<file path="config.mk">
export PLATFORM = sky130hd
export DESIGN_NAME = nano_dbg_spi_master
export DESIGN_NICKNAME = d
export VERILOG_FILES = /design/src/rtl/nano_dbg_spi_pkg.sv /design/src/rtl/nano_dbg_spi_master_clkdiv.sv /design/src/rtl/nano_dbg_spi_master.sv
export SDC_FILE = /design/constraint.sdc
export NUM_CORES = 1
export LEC_CHECK = 0
export BUFFER_PORTS_ARGS = -buffer_cell sky130_fd_sc_hd__buf_4
export CAP_MARGIN = 30
export CORE_MARGIN = 1
export CORE_UTILIZATION = 55
export CTS_BUF_LIST = sky130_fd_sc_hd__clkbuf_2 sky130_fd_sc_hd__clkbuf_4 sky130_fd_sc_hd__clkbuf_8
export DETAILED_ROUTE_END_ITERATION = 6
export PLACE_DENSITY = 0.8
export SLEW_MARGIN = 10
export SYNTH_ARGS = -nofsm -noshare
export SYNTH_HDL_FRONTEND = slang
export SYNTH_HIERARCHICAL = 1
export SYNTH_SLANG_ARGS = --single-unit
</file>
<file path="constraint.sdc">
create_clock -name i_nano_clk -period 8.4 [get_ports i_nano_clk]
set_clock_uncertainty 0.15 [all_clocks]
set_input_delay 1.26 -clock i_nano_clk [delete_from_list [all_inputs] [get_ports i_nano_clk]]
set_output_delay 1.26 -clock i_nano_clk [all_outputs]
set_load 0.02 [all_outputs]
</file>
<file path="src/rtl/nano_dbg_spi_pkg.sv">
// rtl/nano_dbg_spi_pkg.sv - shared FSM state type and NanoController debug-port opcodes
package nano_dbg_spi_pkg;

  typedef enum logic [2:0] {IDLE, SETUP, SHIFT, HOLD, GAP} t_spi_state;

  localparam logic [7:0] CMD_CTRL    = 8'd0;
  localparam logic [7:0] CMD_CLKEN   = 8'd32;
  localparam logic [7:0] CMD_IMEM    = 8'd48;
  localparam logic [7:0] CMD_CLUT    = 8'd96;
  localparam logic [7:0] CMD_SCHG_LO = 8'd112;
  localparam logic [7:0] CMD_SCHG_HI = 8'd113;
  localparam logic [7:0] CMD_RD_CTRL = 8'd144;

endpackage

</file>
<file path="src/rtl/nano_dbg_spi_master_clkdiv.sv">
// rtl/nano_dbg_spi_master_clkdiv.sv - SCLK half-period divider, one tick every H cycles while running
module nano_dbg_spi_clkdiv #(
  parameter int DIV_W = 8
) (
  input  logic             clk,
  input  logic             rst_n,
  input  logic             start,
  input  logic             run,
  input  logic [DIV_W-1:0] half_period,
  output logic             tick
);

  logic [DIV_W-1:0] reload_q, reload_d;
  logic [DIV_W-1:0] cnt_q, cnt_d;

  // half_period arrives already clamped to >= 1, so H-1 never wraps
  always_comb begin
    reload_d = reload_q;
    cnt_d    = cnt_q;
    if (start) begin
      reload_d = half_period - DIV_W'(1);
      cnt_d    = half_period - DIV_W'(1);
    end else if (run) begin
      cnt_d = (cnt_q == '0) ? reload_q : cnt_q - DIV_W'(1);
    end
  end

  always_ff @(posedge clk) begin
    if (!rst_n) begin
      reload_q <= '0;
      cnt_q    <= '0;
    end else begin
      reload_q <= reload_d;
      cnt_q    <= cnt_d;
    end
  end

  assign tick = run && (cnt_q == '0);

endmodule

</file>
<file path="src/rtl/nano_dbg_spi_master.sv">
// rtl/nano_dbg_spi_master.sv - SPI master for the NanoController debug port, one frame per request
module nano_dbg_spi_master
  import nano_dbg_spi_pkg::*;
#(
  parameter int MAX_DATA = 4,
  parameter int DIV_W    = 8,
  parameter int GAP_CYC  = 4,
  parameter int LEN_W    = $clog2(MAX_DATA + 1)
) (
  input  logic                  i_nano_clk,
  input  logic                  i_nano_rst_n,
  input  logic                  i_cmd_valid,
  output logic                  o_cmd_ready,
  input  logic [7:0]            i_cmd_byte,
  input  logic                  i_cmd_is_read,
  input  logic [LEN_W-1:0]      i_cmd_len,
  input  logic [8*MAX_DATA-1:0] i_wr_data,
  input  logic                  i_cpol,
  input  logic                  i_cpha,
  input  logic [DIV_W-1:0]      i_half_period,
  input  logic                  i_abort,
  output logic                  o_rsp_valid,
  output logic [8*MAX_DATA-1:0] o_rdata,
  output logic                  o_busy,
  output logic                  o_dbg_spi_en_n,
  output logic                  o_dbg_spi_sclk,
  output logic                  o_dbg_spi_mosi,
  input  logic                  i_dbg_spi_miso
);

  localparam int FRAME_W = 8 * (MAX_DATA + 1);
  localparam int EDGE_W  = $clog2(2 * FRAME_W);
  localparam int BIT_W   = EDGE_W - 1;
  localparam int RX_IW   = $clog2(8 * MAX_DATA);
  localparam int GAP_W   = $clog2(GAP_CYC + 1);

  t_spi_state            state_q, state_d;
  logic                  is_read_q, is_read_d;
  logic                  cpol_q, cpol_d;
  logic                  cpha_q, cpha_d;
  logic [LEN_W-1:0]      len_q, len_d;
  logic [EDGE_W-1:0]     edge_q, edge_d;
  logic [FRAME_W-1:0]    tx_q, tx_d;
  logic [8*MAX_DATA-1:0] rx_q, rx_d;
  logic [8*MAX_DATA-1:0] rdata_q, rdata_d;
  logic                  en_n_q, en_n_d;
  logic                  sclk_q, sclk_d;
  logic                  mosi_q, mosi_d;
  logic                  rsp_valid_q, rsp_valid_d;
  logic [GAP_W-1:0]      gap_q, gap_d;

  logic                  start, run, tick, sample;
  logic [DIV_W-1:0]      half_eff;
  logic [LEN_W-1:0]      len_clamped;
  logic [FRAME_W-1:0]    tx_load;
  logic [EDGE_W-1:0]     last_edge;
  logic [BIT_W-1:0]      bit_idx;
  logic [RX_IW-1:0]      rx_idx;

  assign start       = (state_q == IDLE) && i_cmd_valid;
  assign run         = (state_q == SETUP) || (state_q == SHIFT) || (state_q == HOLD);
  assign half_eff    = (i_half_period == '0) ? DIV_W'(1) : i_half_period;
  assign len_clamped = (i_cmd_len > LEN_W'(MAX_DATA)) ? LEN_W'(MAX_DATA) : i_cmd_len;
  assign last_edge   = EDGE_W'(16 * (int'(len_q) + 1) - 1);
  assign bit_idx     = edge_q[EDGE_W-1:1];
  // Data bit d lands at byte d/8, bit 7-(d%8): flipping the low three bits does that
  assign rx_idx      = RX_IW'(bit_idx - BIT_W'(8)) ^ RX_IW'(7);
  assign sample      = ~edge_q[0] ^ cpha_q;

  // Command first, then data byte 0..MAX_DATA-1; read frames shift zeros after the command
  always_comb begin
    tx_load = '0;
    tx_load[FRAME_W-1 -: 8] = i_cmd_byte;
    for (int k = 0; k < MAX_DATA; k++) begin
      tx_load[8*(MAX_DATA-1-k) +: 8] = i_cmd_is_read ? 8'h00 : i_wr_data[8*k +: 8];
    end
  end

  nano_dbg_spi_clkdiv #(.DIV_W(DIV_W)) u_clkdiv (
    .clk         (i_nano_clk),
    .rst_n       (i_nano_rst_n),
    .start       (start),
    .run         (run),
    .half_period (half_eff),
    .tick        (tick)
  );

  always_comb begin
    state_d     = state_q;
    is_read_d   = is_read_q;
    cpol_d      = cpol_q;
    cpha_d      = cpha_q;
    len_d       = len_q;
    edge_d      = edge_q;
    tx_d        = tx_q;
    rx_d        = rx_q;
    rdata_d     = rdata_q;
    en_n_d      = en_n_q;
    sclk_d      = sclk_q;
    mosi_d      = mosi_q;
    rsp_valid_d = 1'b0;
    gap_d       = gap_q;

    case (state_q)
      IDLE: begin
        if (i_cmd_valid) begin
          state_d   = SETUP;
          is_read_d = i_cmd_is_read;
          cpol_d    = i_cpol;
          cpha_d    = i_cpha;
          len_d     = len_clamped;
          edge_d    = '0;
          rx_d      = '0;
          en_n_d    = 1'b0;
          sclk_d    = i_cpol;
          mosi_d    = i_cpha ? 1'b0 : i_cmd_byte[7];
          tx_d      = i_cpha ? tx_load : (tx_load << 1);
        end
      end
      SETUP: begin
        if (tick) state_d = SHIFT;
      end
      SHIFT: begin
        if (tick) begin
          sclk_d = ~sclk_q;
          edge_d = edge_q + EDGE_W'(1);
          if (sample) begin
            if (is_read_q && (bit_idx >= BIT_W'(8))) rx_d[rx_idx] = i_dbg_spi_miso;
          end else begin
            mosi_d = (edge_q == last_edge) ? 1'b0 : tx_q[FRAME_W-1];
            tx_d   = tx_q << 1;
          end
          if (edge_q == last_edge) state_d = HOLD;
        end
      end
      HOLD: begin
        if (tick) begin
          state_d     = GAP;
          en_n_d      = 1'b1;
          mosi_d      = 1'b0;
          rsp_valid_d = 1'b1;
          gap_d       = GAP_W'(GAP_CYC - 1);
          if (is_read_q) rdata_d = rx_q;
        end
      end
      GAP: begin
        if (gap_q == '0) state_d = IDLE;
        else             gap_d   = gap_q - GAP_W'(1);
      end
      default: state_d = IDLE;
    endcase

    // Abort overrides a completion landing in the same cycle
    if (i_abort && run) begin
      state_d     = GAP;
      en_n_d      = 1'b1;
      sclk_d      = cpol_q;
      mosi_d      = 1'b0;
      rsp_valid_d = 1'b0;
      rdata_d     = rdata_q;
      gap_d       = GAP_W'(GAP_CYC - 1);
    end
  end

  always_ff @(posedge i_nano_clk) begin
    if (!i_nano_rst_n) begin
      state_q     <= IDLE;
      is_read_q   <= 1'b0;
      cpol_q      <= 1'b0;
      cpha_q      <= 1'b0;
      len_q       <= '0;
      edge_q      <= '0;
      tx_q        <= '0;
      rx_q        <= '0;
      rdata_q     <= '0;
      en_n_q      <= 1'b1;
      sclk_q      <= 1'b0;
      mosi_q      <= 1'b0;
      rsp_valid_q <= 1'b0;
      gap_q       <= '0;
    end else begin
      state_q     <= state_d;
      is_read_q   <= is_read_d;
      cpol_q      <= cpol_d;
      cpha_q      <= cpha_d;
      len_q       <= len_d;
      edge_q      <= edge_d;
      tx_q        <= tx_d;
      rx_q        <= rx_d;
      rdata_q     <= rdata_d;
      en_n_q      <= en_n_d;
      sclk_q      <= sclk_d;
      mosi_q      <= mosi_d;
      rsp_valid_q <= rsp_valid_d;
      gap_q       <= gap_d;
    end
  end

  assign o_cmd_ready    = (state_q == IDLE);
  assign o_busy         = (state_q != IDLE);
  assign o_rsp_valid    = rsp_valid_q;
  assign o_rdata        = rdata_q;
  assign o_dbg_spi_en_n = en_n_q;
  assign o_dbg_spi_sclk = sclk_q;
  assign o_dbg_spi_mosi = mosi_q;

endmodule

</file>
==> Word-level counts from Yosys, hierarchy flattened <==
Cells that the tools add are included.
W data, S select, Z words.
{ "word_totals": {"in_bits": 59, "wordCells": 143, "ff_bits": 143, "out_inout_bits": 38} }
{ "op_classes": {"n_addsub": 7, "n_eq_ne": 22, "reduce_logical": 33, "n_lt_le_gt_ge": 4, "bitwise_logic": 7, "n_mux": 52} }
{ "ops": {"columns": ["operator", "n"], "rows": [
  ["$mux W40", 4],
  ["$mux W32", 4],
  ["$pmux W40 S2", 1],
  ["$mux W8", 8],
  ["$pmux W32 S2", 1],
  ["$bwmux W32", 1],
  ["$mux W3", 10],
  ["$logic_not A8 Y1", 2],
  ["$ne A2 B2 Y1 const B", 8],
  ["$sub A8 B1 Y8 const B", 2],
  ["$pmux W3 S5", 1],
  ["$reduce_and A3 Y1", 5],
  ["$mux W7", 2],
  ["$pmux W7 S2", 1],
  ["$mux W1", 13],
  ["$ne A3 B2 Y1 const B", 4],
  ["$reduce_and A6 Y1", 2],
  ["$reduce_bool A3 Y1", 4],
  ["$reduce_and A5 Y1", 2],
  ["$reduce_and A4 Y1", 2],
  ["$reduce_bool A2 Y1", 4],
  ["$add A7 B1 Y7 const B", 1],
  ["$eq A7 B7 Y1", 1],
  ["$sub A7 B1 Y7 const B", 1],
  ["27 further kinds", 41]
]} }

==> Longest topological paths before layout <==
{ "depth": {"depth_word": 11, "depth_mapped": 13, "depth_no_buf": 8} }

==> Hierarchy <==
The synthesis kept the hierarchy.
{ "modules_own_cells": {"columns": ["mod", "area_each_um2", "cells_each", "n_inst"], "rows": [
  ["nano_dbg_spi_master", 6078.3, 709, 1],
  ["nano_dbg_spi_clkdiv", 945.9, 112, 1]
]} }

==> Worst setup path after synthesis <==
OpenSTA, ideal clock, no wires.
{ "synth_path": {"path_type": "input-to-reg", "start": "input port i_half_period[4]", "end": "register u_clkdiv.cnt_q[4]", "arrival_ns": 2.541, "path_stages": 8, "setup_time_ns": 0.133, "setup_slack_ns": 5.576, "cell_sequence": "nor4_1 > a21o_1 > inv_1 > ha_1 > nor3b_1 > mux2_2 > o311ai_0 > a21oi_1"} }
{ "synth_between": {"elab_chain_cells": 4} }
{ "synth_rtl": {"columns": ["item", "line", "rtl"], "rows": [
  ["start, declared", "nano_dbg_spi_master.sv:20", "input logic [DIV_W-1:0] i_half_period,"],
  ["$logic_not A8 Y1", "nano_dbg_spi_master.sv:62", "assign half_eff = (i_half_period == '0) ? DIV_W'(1) : i_half_period;"],
  ["$mux W8", "nano_dbg_spi_master.sv:62", null],
  ["named net half_eff[0]", "nano_dbg_spi_master.sv:53", "logic [DIV_W-1:0] half_eff;"],
  ["$sub A8 B1 Y8", "nano_dbg_spi_master_clkdiv.sv:22", "cnt_d = half_period - DIV_W'(1);"],
  ["$mux W8", "nano_dbg_spi_master_clkdiv.sv:20", "if (start) begin"],
  ["end signal, assigned", "nano_dbg_spi_master_clkdiv.sv:34", "cnt_q <= cnt_d;"],
  ["end, declared", "nano_dbg_spi_master_clkdiv.sv:14", "logic [DIV_W-1:0] cnt_q, cnt_d;"]
]} }
The timed path passes the listed nets, and every way through them passes these cells.
A chain may end at the register's enable or synchronous reset.

==> Final worst setup path <==
{ "layout_path": {"start": "register state_q[1]", "end": "register tx_q[23]"} }
{ "layout_between": {"elab_chain_cells": 6, "word_cells_on_any_way": 13, "classes_between": "6 x eq/ne; 1 x mux; 6 x reduce/logical"} }
{ "layout_rtl": {"columns": ["item", "line", "rtl"], "rows": [
  ["start, declared", "nano_dbg_spi_master.sv:37", "t_spi_state state_q, state_d;"],
  ["start signal, assigned", "nano_dbg_spi_master.sv:182", "state_q <= state_d;"],
  ["$eq A3 B1 Y1 / $eq A3 B2 Y1 (equally long branches)", "nano_dbg_spi_master.sv:61", "assign run = (state_q == SETUP) || (state_q == SHIFT) || (state_q == HOLD);"],
  ["$logic_or A1 B1 Y1", "nano_dbg_spi_master.sv:61", null],
  ["$logic_or A1 B1 Y1 *", "nano_dbg_spi_master.sv:61", null],
  ["named net run", "nano_dbg_spi_master.sv:52", "logic start, run, tick, sample;"],
  ["$logic_and A1 B1 Y1 *", "nano_dbg_spi_master_clkdiv.sv:38", "assign tick = run && (cnt_q == '0);"],
  ["named net tick", "nano_dbg_spi_master.sv:52", null],
  ["$ne A2 B2 Y1 (no source line) *", null, null],
  ["$reduce_and A4 Y1 (no source line) *", null, null],
  ["end signal, assigned", "nano_dbg_spi_master.sv:188", "tx_q <= tx_d;"],
  ["end, declared", "nano_dbg_spi_master.sv:43", "logic [FRAME_W-1:0] tx_q, tx_d;"]
]} }
The timed path passes the listed nets; every way through them passes the cells marked *.

==> summary by stage <==
Status
The flow ran to the end, and the final reports show no timing, DRC or antenna violations.

Cells and area
Summing all flip-flop and latch instances after layout gives 2860 µm². The number of diodes is 0. Relative to the synthesized area, the layout overhead comes to 16.3%.

Once layout is complete, the utilization of the core stands at 66.9%. Once layout is done, the placed cells without fillers occupy roughly 8000 µm². In the layout the commonest cells are dfxtp_1, nand2_1, buf_4.

The fraction of final layout cells sized beyond drive strength 1 is 21.8%. The multi-input combinational cells in the finished layout cover a total of 3760 µm². The filler cells instantiated in the layout total 1086. Leaving out fill and tap cells, the most frequent cell in the layout is dfxtp_1. The final-stage net count is 939.

GRT
The first-pass GRT wire length is 26700 µm. The initial antenna violation count is 0. The total overflow left after global routing is 0. Entering global routing, the biggest net connects 84 pins. The via count of the first global-routing pass is approximately 5900. The overall fraction of global-route tracks in use is 25.4%.

Hold path
The hold path endpoint is tx_q[33]$_SDFFE_PN0P_. The tightest min-delay check is of the reg2reg type. The count of cells along the worst hold path is 2. The startpoint of the most critical hold path is tx_q[33]$_SDFFE_PN0P_.

Floorplanning
The region available for standard cell placement spans 12200 µm². The die is approximately 120 µm wide. The boundary pin count is 97. The die outline area is 13200 µm². The die is 115 µm tall. The floorplan row count is 40. The initial standard-cell utilization of the core is 57.5%.

Timing
The measured slew at the worst slew-check pin is around 0.91 ns. The final number of max-transition violations is 0. The maximum clock frequency is 247 MHz. Setup repair after global routing left no endpoint under its margin. Setup violations remaining at the end of the flow were counted as 0. The hold violation count in the final report is 0. Setup slack closes at 4.36 ns.

In this run the tightest slew margin relative to its limit is between 30% and 40%. The aggregate negative setup slack is 0 ns. The final critical path time including I/O delays and setup is 4.04 ns. The portion of the clock cycle consumed by the worst path in the final layout is 48.1%.

Worst setup path
The setup check on the worst reg-to-reg path leaves a slack of 4.36 ns. STA puts the critical path data arrival time at 4.19 ns. The startpoint identified for the worst register-to-register timing path is state_q[1]$_SDFFE_PP0P_.

The reg-to-reg endpoint is tx_q[23]$_SDFFE_PN0P_. STA classifies the critical path endpoint as a flip-flop. The startpoint kind of the worst setup timing path is a flip-flop. The cell family with the largest share of critical-path delay is compound AO/OA/AOI/OAI gates.

STA puts the critical path data required time at 8.55 ns. The largest stage delay on the critical path is 0.66 ns. In this run the worst path has a maximum fanout of 21. The path length in cells of the critical path is 9.

The number of buffers and inverters on the critical path is 2. Walking the worst path, the cells encountered are o21bai_1, inv_1, nor3b_2, nor2b_1, mux2i_4, a211o_1, buf_16, a211oi_1, nor3_1. The cell with the largest stage delay on the worst path is nor2b_1. The worst register-to-register path has a depth of 9. The class of the most critical setup path is reg2reg. The most critical setup path has its startpoint at state_q[1]$_SDFFE_PP0P_.

Detailed routing
For this run, design rule violations remaining after detail routing come to 0. The total iterations of the first detailed-routing run is 4. The count of antenna-violating nets left after detailed routing is 0. Dividing the detail-routed wire length by the instance count gives roughly 15 µm.

The routed design has 15900 µm of wire. After detailed routing, the number of vias per cell comes to 5.77. The violation count after the first detailed-routing iteration is 297. Detailed routing inserted a total of 6067 vias.

Logic synthesis
The netlist area before placement is between 7000 and 8000 µm². Counting flops with a built-in enable in the synthesized netlist gives 0. The fraction of registers with async set/reset is 0%. The number of nets produced by synthesis is slightly below 900.

The post-synthesis sequential element count is 143. For this run, the number of Yosys warnings is 6. The leading register cell type out of synthesis is dfxtp_1.

After synthesis, flip-flops and latches occupy 40.8% of the total area. The count of different cell masters after synthesis is 66. The number of instances in the synthesized netlist is 821. The average cell area after synthesis is around 8.6 µm².

Clock tree
The number of buffers between clock root and the deepest sink is 2. The quantity of gates resized following cts is 0. The TritonCTS buffer count is 17.

The number of buffers inserted to repair setup after CTS is 0. The H-tree generated during clock tree synthesis spans 4 levels. For this design, the sink count on the clock tree is approximately 140.

The hold-fix buffer count after cts is 0. For the worst-skew pair, the clock arrives at the later sink with an insertion delay of 0.45 ns. The root buffer cell is clkbuf_8. TritonCTS built the clock tree. The clock input transition at the sequential cells of the worst setup and hold paths is roughly 0.080 ns.

Place
Before CTS, the worst setup slack after placement is about 4.5 ns. The placed instances occupy a cell area of 7700 µm². Once detailed placement completed, the half-perimeter wirelength came to 10900 µm. The placer's final routability congestion estimate is between 0.9 and 1. The number of buffer cells added on primary ports is 96.

Power
Across the VDD grid, the largest voltage drop is 0.108 mV. In this run the static leakage power is 3.24 nW. In this run the power density over the cells is 199 nW/µm².

Flow run
The tool flagged a number of max-cap violations equal to 0.
[sequential cells by signal, indices dropped and copies added, names as in the netlist, 3 cells and up]
register and cells:
edge_q 7, gap_q 3, len_q 3, o_rdata 32, rx_q 32, state_q 3
tx_q 40, u_clkdiv/cnt_q 8, u_clkdiv/reload_q 8
[worst max path at each step]
| stage | to | slack, ns |
|---|---|---|
| 3_5_place_dp | tx_q[24]$_SDFFE_PN0P_ | 4.50 |
| 3_3_place_gp | tx_q[23]$_SDFFE_PN0P_ | 4.58 |
| 4_1_cts | tx_q[24]$_SDFFE_PN0P_ | 4.50 |
| 5_1_grt | tx_q[17]$_SDFFE_PN0P_ | 4.14 |
| 2_1_floorplan | u_clkdiv/cnt_q[4]$_SDFFE_PN0P_ | 5.58 |
| 6_report | tx_q[23]$_SDFFE_PN0P_ | 4.36 |
[cell type report]
type / count / share of cell area, %
Sequential cell: 143 / 35.0
Clock inverter: 10 / 2.25
Timing Repair Buffer: 104 / 9.80
Clock buffer: 21 / 3.46
Tap cell: 168 / 2.57
Inverter: 18 / 0.827
Multi-Input combinational cell: 588 / 46.0
[metrics by stage]
step                      total power [mW]  hold WS (ns)  instances
after floorplan                      0.935         0.277        821
after global placement               0.991         0.284       1019
after detailed placement              1.01         0.298       1020
after CTS                             1.63         0.308       1051
after global routing                  1.70         0.326       1052
final                                 1.63         0.305       1052
[per-layer routing]
layer | share of wire, % | wire length (µm) | track usage (%) | vias up
met1 | 43 | 6840 | 30.1 | 2844
li1 | - | - | - | 3036
met4 | 2.5 | 390 | 12.7 | 0
met5 | 0 | 0 | 0 | -
met3 | 4.5 | 716 | 4.85 | 34
met2 | 50 | 7960 | 43.9 | 153
[worst min-delay path, delay by kind of cell (launching register included)]
kind,cells,cell delay (ns)
AO/OA/AOI/OAI,1,0.05
AND/OR/NAND/NOR,1,0.05
flip-flops,1,0.31
[cell usage after synthesis (5+ instances only)]
library cell / number / area share (%)
a211oi_1: 34 / 3.6
a21oi_1: 58 / 4.1
o21ai_0: 10 / 0.71
a31oi_1: 5 / 0.45
nand2_1: 140 / 7.5
nor2_1: 54 / 2.9
a32o_1: 11 / 1.6
a32o_2: 21 / 3.4
clkbuf_1: 36 / 1.9
nor3_1: 74 / 5.3
nand3_1: 10 / 0.71
xnor2_1: 10 / 1.2
ha_1: 8 / 1.4
buf_2: 27 / 1.9
nor2_4: 8 / 1.3
dfxtp_1: 143 / 41
nor3_2: 6 / 0.86
inv_1: 17 / 0.91
nand2b_1: 5 / 0.45
mux2i_1: 43 / 6.1
o211ai_1: 10 / 1.1
xor2_1: 7 / 0.87
[report_power, final]
group	switching, mW	internal [mW]	total, mW
logic	0.141	0.105	0.246
clock network	0.256	0.378	0.634
registers	0.0308	0.715	0.746
total	0.427	1.20	1.63
[kinds of logic after synthesis]
kind of cell / share of synthesized area, %
DFF: 40.8
and+or+nand+nor: 24.7
buffers and inverters: 5.88
adders and majority gates: 1.43
AOI/OAI and AO/OA: 18.1
muxes: 6.77
xor gates and xnor gates: 2.35
(Power assumes the default switching activity.)
